[config.mk]
export PLATFORM = sky130hd
export DESIGN_NAME = regfile_flat
export DESIGN_NICKNAME = d
export VERILOG_FILES = /design/src/rtl/regfile_pkg.sv /design/src/rtl/regfile_if.sv /design/src/rtl/regfile.sv /design/src/flat_wrapper.sv
export SDC_FILE = /design/constraint.sdc
export NUM_CORES = 1
export LEC_CHECK = 0
export BUFFER_PORTS_ARGS = -buffer_cell sky130_fd_sc_hd__clkbuf_2
export CAP_MARGIN = 20
export CORE_ASPECT_RATIO = 1.75
export CORE_MARGIN = 2
export CORE_UTILIZATION = 40
export CTS_CLUSTER_SIZE = 16
export DETAILED_ROUTE_END_ITERATION = 12
export PLACE_DENSITY_LB_ADDON = 0.15
export SYNTH_ARGS = -nofsm -noshare
export SYNTH_HDL_FRONTEND = slang
export SYNTH_SLANG_ARGS = --single-unit
[constraint.sdc]
create_clock -name clk -period 6.65 [get_ports clk]
set_clock_uncertainty 0.2 [all_clocks]
set_input_delay 1.33 -clock clk [delete_from_list [all_inputs] [get_ports clk]]
set_output_delay 1.33 -clock clk [all_outputs]
set_load 0.005 [all_outputs]
[src/rtl/regfile_pkg.sv]
`default_nettype none
// ============================================================================
//  Module      : regfile_pkg
//  Description : Shared widths, constants and state codes for the MIPS
//                general-purpose register file.
//  Revision    : 1.0 - initial release
// ============================================================================
package regfile_pkg;

  localparam int REG_BUS_W    = 32;   // RegBus
  localparam int REG_ADDR_W   = 5;    // RegAddrBus
  localparam int REG_NUM      = 32;   // RegNum
  localparam int REG_NUM_LOG2 = 5;    // RegNumLog2

  localparam logic [REG_BUS_W-1:0]  ZERO_WORD    = '0;
  localparam logic [REG_ADDR_W-1:0] NOP_REG_ADDR = '0;
  localparam logic                  WRITE_ENABLE = 1'b1;
  localparam logic                  READ_ENABLE  = 1'b1;
  localparam logic                  RST_ENABLE   = 1'b0;

  // Sweep FSM state codes
  typedef enum logic [1:0] {
    RF_INIT = 2'b00,
    RF_RUN  = 2'b01
  } rf_state_e;

endpackage : regfile_pkg
`default_nettype wire

[src/rtl/regfile_if.sv]
`default_nettype none
// ============================================================================
//  Module      : regfile_if
//  Description : Write-back write port and decode-stage read ports of the
//                register file. master = pipeline side, slave = regfile.
//  Revision    : 1.0 - initial release
// ============================================================================
interface regfile_if
  import regfile_pkg::*;
#(
  parameter int DATA_W = REG_BUS_W,
  parameter int ADDR_W = REG_ADDR_W
);

  logic              we;
  logic [ADDR_W-1:0] waddr;
  logic [DATA_W-1:0] wdata;
  logic              re1;
  logic [ADDR_W-1:0] raddr1;
  logic [DATA_W-1:0] rdata1;
  logic              re2;
  logic [ADDR_W-1:0] raddr2;
  logic [DATA_W-1:0] rdata2;

  modport master (
    output we, waddr, wdata,
    output re1, raddr1, re2, raddr2,
    input  rdata1, rdata2
  );

  modport slave (
    input  we, waddr, wdata,
    input  re1, raddr1, re2, raddr2,
    output rdata1, rdata2
  );

endinterface : regfile_if
`default_nettype wire

[src/rtl/regfile.sv]
`default_nettype none
// ============================================================================
//  Module      : regfile
//  Description : MIPS register file, one write port and two combinational
//                read ports with same-cycle write-back bypass. Contents are
//                cleared after reset by a one-entry-per-cycle sweep, during
//                which init_busy_o stalls the pipeline.
//  Revision    : 1.0 - initial release
// ============================================================================
module regfile
  import regfile_pkg::*;
#(
  parameter int DATA_W   = REG_BUS_W,
  parameter int ADDR_W   = REG_NUM_LOG2,
  parameter int NUM_REGS = REG_NUM      // must equal 2**ADDR_W
) (
  input  wire logic    clk,
  input  wire logic    rst,             // synchronous, active-low
  regfile_if.slave     bus,
  output      logic    init_busy_o
);

  localparam logic [ADDR_W-1:0] LAST_PTR = ADDR_W'(NUM_REGS - 1);
  localparam logic [ADDR_W-1:0] ZERO_REG = ADDR_W'(NOP_REG_ADDR);
  localparam logic [DATA_W-1:0] ZERO_VAL = DATA_W'(ZERO_WORD);

  logic [DATA_W-1:0] mem_q [NUM_REGS];

  rf_state_e         state_q, state_d;
  logic [ADDR_W-1:0] sweep_ptr_q, sweep_ptr_d;
  logic              init_busy_q, init_busy_d;

  // Sweep FSM state, pointer and busy flag registers
  always_ff @(posedge clk) begin
    if (rst == RST_ENABLE) begin
      state_q     <= RF_INIT;
      sweep_ptr_q <= '0;
      init_busy_q <= 1'b1;
    end else begin
      state_q     <= state_d;
      sweep_ptr_q <= sweep_ptr_d;
      init_busy_q <= init_busy_d;
    end
  end

  // Sweep FSM next state: walk every entry once, then freeze the pointer in RUN
  always_comb begin
    state_d     = state_q;
    sweep_ptr_d = sweep_ptr_q;
    init_busy_d = init_busy_q;
    case (state_q)
      RF_INIT: begin
        init_busy_d = 1'b1;
        if (sweep_ptr_q == LAST_PTR) begin
          state_d     = RF_RUN;
          init_busy_d = 1'b0;
        end else begin
          sweep_ptr_d = sweep_ptr_q + 1'b1;
        end
      end
      RF_RUN: begin
        init_busy_d = 1'b0;
      end
      default: begin
        state_d     = RF_INIT;
        sweep_ptr_d = '0;
        init_busy_d = 1'b1;
      end
    endcase
  end

  // Single write port: the sweep owns it in INIT, write-back owns it in RUN.
  // No reset on the array itself; the sweep is what clears it.
  always_ff @(posedge clk) begin
    if (rst != RST_ENABLE) begin
      if (state_q == RF_INIT) begin
        mem_q[sweep_ptr_q] <= ZERO_VAL;
      end else if (state_q == RF_RUN && bus.we == WRITE_ENABLE && bus.waddr != ZERO_REG) begin
        mem_q[bus.waddr] <= bus.wdata;
      end
    end
  end

  // One read port: $0 and idle ports read zero, a matching write is forwarded
  function automatic logic [DATA_W-1:0] read_port(
    input logic              re,
    input logic [ADDR_W-1:0] raddr,
    input logic [DATA_W-1:0] mem_word
  );
    logic [DATA_W-1:0] rd;
    rd = ZERO_VAL;
    if (rst == RST_ENABLE || state_q != RF_RUN) begin
      rd = ZERO_VAL;
    end else if (raddr == ZERO_REG) begin
      rd = ZERO_VAL;
    end else if (re == READ_ENABLE && bus.we == WRITE_ENABLE && bus.waddr == raddr) begin
      rd = bus.wdata;
    end else if (re == READ_ENABLE) begin
      rd = mem_word;
    end
    return rd;
  endfunction

  // Two identical zero-latency read muxes
  always_comb begin
    bus.rdata1 = read_port(bus.re1, bus.raddr1, mem_q[bus.raddr1]);
    bus.rdata2 = read_port(bus.re2, bus.raddr2, mem_q[bus.raddr2]);
  end

  assign init_busy_o = init_busy_q;

endmodule : regfile
`default_nettype wire

[src/flat_wrapper.sv]
// flat-port wrapper written by rule: the top's interface ports become plain ports
module regfile_flat import regfile_pkg::*;
#(
  parameter int DATA_W   = REG_BUS_W,
  parameter int ADDR_W   = REG_NUM_LOG2,
  parameter int NUM_REGS = REG_NUM                             
)
  (clk, rst, init_busy_o, bus_we, bus_waddr, bus_wdata, bus_re1, bus_raddr1, bus_re2, bus_raddr2, bus_rdata1, bus_rdata2);
  regfile_if #(.DATA_W(DATA_W), .ADDR_W(ADDR_W)) bus_i ();
  input  wire logic clk;
  input  wire logic rst;
  output      logic init_busy_o;
  input wire logic [$bits(bus_i.we)-1:0] bus_we;
  input wire logic [$bits(bus_i.waddr)-1:0] bus_waddr;
  input wire logic [$bits(bus_i.wdata)-1:0] bus_wdata;
  input wire logic [$bits(bus_i.re1)-1:0] bus_re1;
  input wire logic [$bits(bus_i.raddr1)-1:0] bus_raddr1;
  input wire logic [$bits(bus_i.re2)-1:0] bus_re2;
  input wire logic [$bits(bus_i.raddr2)-1:0] bus_raddr2;
  output wire logic [$bits(bus_i.rdata1)-1:0] bus_rdata1;
  output wire logic [$bits(bus_i.rdata2)-1:0] bus_rdata2;
  assign bus_i.we = bus_we;
  assign bus_i.waddr = bus_waddr;
  assign bus_i.wdata = bus_wdata;
  assign bus_i.re1 = bus_re1;
  assign bus_i.raddr1 = bus_raddr1;
  assign bus_i.re2 = bus_re2;
  assign bus_i.raddr2 = bus_raddr2;
  assign bus_rdata1 = bus_i.rdata1;
  assign bus_rdata2 = bus_i.rdata2;
  regfile #(.DATA_W(DATA_W), .ADDR_W(ADDR_W), .NUM_REGS(NUM_REGS)) u_core (.clk(clk), .rst(rst), .bus(bus_i), .init_busy_o(init_busy_o));
endmodule
==> results of run 1 <==
[registers in the layout, summed over array words and instances, names as in the netlist]
register	count
u_core.init_busy_o	1
u_core.mem_q	1024
u_core.sweep_ptr_q	5
u_core.state_q	1
[report_power, final]
part	leakage, nW	switching (mW)	internal, mW
clock	1.53	2.51	3.14
combinational	6.98	0.459	0.365
sequential	10.5	0.0203	7.08
total	19.0	2.99	10.6
[cell families after synthesis]
kind of cell,synth area share (%)
and+or+nand+nor,2.90
DFF,63.0
muxes,28.2
AOI/OAI and AO/OA,3.53
xor gates and xnor gates,0.248
buffers and inverters,2.05
adders and majority gates,0.0510
[metrics by stage]
step | hold WS (ns) | std cells
6_report | 0.397 | 4277
5_1_grt | 0.426 | 4276
4_1_cts | 0.391 | 4258
3_5_place_dp | 0.378 | 4084
3_3_place_gp | 0.361 | 4084
2_1_floorplan | 0.308 | 2437
[final timing paths]
| check | to | slack, ns | cells past startpoint |
|---|---|---|---|
| hold reg to reg | u_core.sweep_ptr_q[4] | 0.40 | 2 |
| setup reg to reg | u_core.mem_q[16][8] | 2.87 | 5 |
| hold / removal | u_core.sweep_ptr_q[4] | 0.40 | 2 |
| setup / recovery | bus_rdata2[6] | 0.66 | 8 |
[cells in the final DEF (no fill, tap or decap), types with 21 or more instances in the layout]
cell and count:
and2_1 36, buf_4 78, mux2i_1 129, nor2b_1 96, clkbuf_2 108, a211o_1 62
edfxtp_1 1024, nor2_4 33, buf_12 33, mux2_2 30, clkinv_1 21, a211oi_1 125
clkbuf_16 101, nor3_1 31, nand2_1 21, mux4_2 540
[cell usage after synthesis (3+ instances only)]
cell | n | share of area [%]
nand3b_1 | 3 | 0.046
a211o_1 | 62 | 1.1
mux2_2 | 30 | 0.69
buf_6 | 9 | 0.21
or4_1 | 3 | 0.046
nor3_1 | 31 | 0.32
buf_1 | 14 | 0.11
nand3_1 | 5 | 0.051
clkbuf_1 | 99 | 0.76
o21ai_0 | 7 | 0.071
nand2b_1 | 5 | 0.064
edfxtp_1 | 1024 | 63
mux2_1 | 3 | 0.069
buf_4 | 20 | 0.31
a211oi_1 | 125 | 1.9
o21ai_1 | 6 | 0.061
dfxtp_1 | 7 | 0.29
and3_1 | 5 | 0.064
nand2_1 | 21 | 0.16
nand4_1 | 3 | 0.038
mux4_2 | 540 | 25
and2_1 | 36 | 0.46
buf_2 | 60 | 0.61
nor2_1 | 43 | 0.33
xnor2_1 | 10 | 0.18
a31oi_1 | 3 | 0.038
nor2b_1 | 96 | 1.2
mux2i_1 | 129 | 2.6
inv_1 | 4 | 0.031
[worst min-delay path, stage by stage (launching register included)]
cell	delay, ns
dfxtp_1	0.37
o21ai_0	0.10
a21boi_0	0.08
[layer usage]
| layer | global-route usage, % | up-vias |
|---|---|---|
| met3 | 3.81 | 313 |
| met2 | 43.6 | 1052 |
| li1 | - | 10840 |
| met1 | 29.8 | 14977 |
| met4 | 12.3 | 6 |
| met5 | 0 | - |
[cell type report]
cell class,instances,area [um2]
fillers,10205,65700
flip-flops and latches,1031,30900
multi-input cells,1199,17400
clock buffers,114,2550
repair buffers,242,2180
well taps,1624,2030
clock inverters,60,589
inverters,4,15.0
diodes,3,7.51
==> summary.txt, run 1 <==
Floorplan
  • Ports: 117
  • Rows: 169
  • Starting Density: 40.4%
  • Die area: 125000 um2
  • Die H: 467 um
  • Placeable Area: 121000 um2
  • Die width: 269 um

STA
  • Final setup violation count: 0
  • Final hold violation count: 0
  • Unrepaired setup endpoints after global routing: false
  • Slew Limit Fails: 0
  • Slew Limit Headroom: 25.1%
  • Setup TNS: 0 ns
  • Final period utilization: 90.1%
  • Least-Margin Pin Slew: 1.12 ns
  • Final worst slack: 0.659 ns
  • Maximum clock frequency: 167 MHz
  • Fin crit period: 5.99 ns

Clock network
  • Post-CTS setup buffers: 0
  • Hold-fix buffers, CTS: 0
  • Root buf cell: clkbuf_16
  • CTS H-tree lvls: 3
  • Post-cts sizing count: 0
  • Num Clock Sinks: 1031
  • Total CTS buffers: 97
  • Worst-Skew Late Latency: 0.72 ns
  • Clock buffer depth: 3
  • CTS tree: yes
  • Clock transition at path regs: 0.07 ns

Route
  • DRT iter0 DRCs: 2560
  • Vias/cell: 6.36
  • Uppermost layer routed: met5
  • Detail Route Antenna Nets: 0
  • Total Wirelength: 153 mm
  • Met2 WL: 80.5 mm
  • WL/cell: 35.9 um
  • Pre-antenna DRT Iters: 5
  • DR WL met3: 7.95 mm
  • M1 WL: 56.9 mm
  • Vias: 27188
  • Number of remaining DRC errors: 0

Logic synthesis
  • Main flop type after synthesis: edfxtp_1
  • Ys Warns: 0
  • Ys async rst share: 0%
  • Synthesized flop and latch total: 1031
  • Post-synthesis sequential area ratio: 63.0%
  • Post-Syn Area: 49000 um2
  • Library cells used by synthesis: 53
  • Syn Area/Cell: 20.1 um2
  • Net count after synthesis: 2491
  • Number of synthesized flops with an enable pin: 1024
  • Post-synthesis cell count: 2437

Worst hold path
  • Hold WC Path Type: flop to flop
  • Beginning of the worst hold path: u_core.sweep_ptr_q[4]

Global route
  • Global-route wire length before repair: 218 mm
  • Largest net degree at the start of global routing: 87
  • Total track usage: 24.9%
  • GRT overflow: 0
  • Initial antenna violation count: 7
  • Vias in the first global route: 29303

Finish
  • Share of layout cells above drive strength 1: 37.5%
  • Layout area overhead: 13.6%
  • Final core utilization: 45.9%
  • Finished layout cell area: 55700 um2
  • Nets: 2629

Placement
  • Dpl ws: 0.680 ns
  • Final HPWL DP: 91.3 mm
  • IO Port Bufs: 116
  • GPL Wtd Cong: 0.806
  • Dpl cell area: 52300 um2

Setup path
  • Req. time, crit path: 5.12 ns
  • Crit end category: output pin
  • CP Buf/Inv Count: 3
  • Critical R2R Launch: u_core.state_q[0]
  • Critical path's top delay family: buffers and inverters
  • CP arrival: 4.46 ns
  • CP Class: input port to output pin
  • CP peak stage delay: 0.73 ns
  • Critical Path, Cell by Cell: buf_8 > xnor2_1 > nand4_1 > o31ai_4 > buf_4 > nor3_1 > a211o_1 > clkbuf_2
  • Crit start category: input port
  • CP Launch Point: bus_raddr2[1]
  • Worst path slowest cell: o31ai_4
  • CP Max Fanout: 83

Pwr
  • Tot Pwr: 13.6 mW
  • Static leakage: 19.0 nW
  • VDD IR-drop max: 0.000229 V
  • Power Density: 244 nW/um2

Flow run
  • Max_cap viols: 0

Status
  • Outcome: finished, final reports clean
Note: power is estimated with default switching activity, not from simulation.
==> inputs of run 2 (changes only) <==
Settings changed: CORE_UTILIZATION 40 to 55, CTS_BUF_LIST from default to sky130_fd_sc_hd__clkbuf_4.
==> summary.txt, run 2 (synthesized netlist as in run 1, its figures left out) <==
STA
  • Least-Margin Pin Slew: 1.19 ns
  • Slew Limit Headroom: 20.6%
  • Fin crit period: 5.97 ns
  • Final setup violation count: 0
  • Final period utilization: 89.7%
  • Final hold violation count: 0
  • Setup TNS: 0 ns
  • Maximum clock frequency: 168 MHz
  • Slew Limit Fails: 0
  • Unrepaired setup endpoints after global routing: false
  • Final worst slack: 0.683 ns

Worst hold path
  • Beginning of the worst hold path: rst
  • Hold WC Path Type: input port to flop

Finish
  • Fillers: 6180
  • Nets: 2729
  • Biggest register: u_core.mem_q
  • Share of layout cells above drive strength 1: 41.1%
  • Max reg flops: 1024
  • Top flop regs: u_core.mem_q (1024), u_core.sweep_ptr_q (5)
  • Leading cell type in the layout, fill and taps excluded: edfxtp_1
  • Footprint of the multi-input gates: 17400 um2
  • FF/Latch Area: 30900 um2
  • Layout area overhead: 11.4%
  • Most frequent cells in the layout: edfxtp_1, mux4_2, clkbuf_4, mux2i_1, a211oi_1
  • Fin cells: 4032

Clock network
  • Hold-fix buffers, CTS: 0
  • Root buf cell: clkbuf_4
  • CTS H-tree lvls: 4
  • Post-cts sizing count: 0
  • Worst-Skew Late Latency: 1.14 ns
  • Post-CTS setup buffers: 0
  • Clock transition at path regs: 0.07 ns
  • Total CTS buffers: 226
  • Num Clock Sinks: 1031
  • Clock buffer depth: 3
  • CTS tree: yes

Floorplan
  • Die width: 230 um
  • Starting Density: 55.6%
  • Ports: 117
  • Die H: 399 um
  • Rows: 144
  • Placeable Area: 88100 um2
  • Die area: 91600 um2

Route
  • Vias: 28914
  • Vias/cell: 7.17
  • WL/cell: 36.6 um
  • Total Wirelength: 148 mm
  • Detail Route Antenna Nets: 0
  • DRT iter0 DRCs: 3600
  • Number of remaining DRC errors: 0
  • Pre-antenna DRT Iters: 6

Placement
  • Dpl ws: 0.692 ns
  • IO Port Bufs: 116
  • Placed insts: 3612
  • GPL Wtd Cong: 0.857
  • Final HPWL DP: 84.0 mm

Pwr
  • Power Density: 235 nW/um2
  • VDD IR-drop max: 0.000167 V
  • Tot Pwr: 12.8 mW
  • Static leakage: 19.1 nW

Global route
  • M3 GR Usage: 7.69%
  • Vias in the first global route: 30362
  • GR Util met1: 38.8%
  • Busiest grt layer: met2
  • Global-route wire length before repair: 209 mm
  • Total track usage: 32.9%
  • GRT overflow: 0
  • GR Util met2: 55.6%
  • Initial antenna violation count: 3
  • Largest net degree at the start of global routing: 87

Setup path
  • Req. time, crit path: 5.12 ns
  • CP Class: input port to output pin
  • CP Max Fanout: 76
  • CP arrival: 4.44 ns
  • Crit start category: input port
  • Critical R2R Launch: u_core.state_q[0]
  • CP peak stage delay: 0.81 ns
  • CP Launch Point: bus_raddr2[0]
  • Critical path's top delay family: simple AND/OR/NAND/NOR gates
  • CP Buf/Inv Count: 3
  • Critical Path, Cell by Cell: buf_8 > or4_1 > o21ai_1 > or2_2 > buf_4 > nor3_1 > a211o_1 > clkbuf_2
  • Crit end category: output pin
  • Worst path slowest cell: or2_2

Flow run
  • Max_cap viols: 0

Status
  • Outcome: finished, final reports clean
==> run 2: layout make-up <==
cell class	count	area share, %
antenna	6	0.0275
clock buffer	321	4.41
clock inverter	90	0.909
inverter	4	0.0275
multi-input combinational	1199	31.9
sequential	1031	56.6
tap	1168	2.68
timing repair buffer	213	3.47
==> run 2: final timing paths <==
check                           cells after the start  slack [ns]                     to
worst min register to register                      2        0.41  u_core.sweep_ptr_q[4]
worst min-delay path                                2        0.36  u_core.sweep_ptr_q[1]
worst max-delay path                                8        0.68         bus_rdata2[27]
worst max register to register                      6        2.96   u_core.mem_q[11][13]
==> run 2: metrics by stage <==
| step | area [um2] | hold slack (ns) | util [%] |
|---|---|---|---|
| floorplan | 49000 | 0.308 | - |
| global placement | 51600 | 0.340 | 58.6 |
| detailed placement | 51600 | 0.386 | 58.6 |
| CTS | 54500 | 0.233 | 61.9 |
| global route | 54600 | 0.271 | 62.0 |
| finish | 54600 | 0.364 | 62.0 |
==> run 2: power breakdown <==
group | internal, mW | switching, mW
Combinational | 0.369 | 0.455
Sequential | 7.07 | 0.0205
Clock | 2.42 | 2.47
==> run 2: routing by layer <==
| metal | routed length (um) | part of all wire (%) |
|---|---|---|
| met5 | 0 | 0 |
| met2 | 76600 | 52 |
| met1 | 49400 | 33 |
| met4 | 8780 | 5.9 |
| met3 | 12900 | 8.8 |
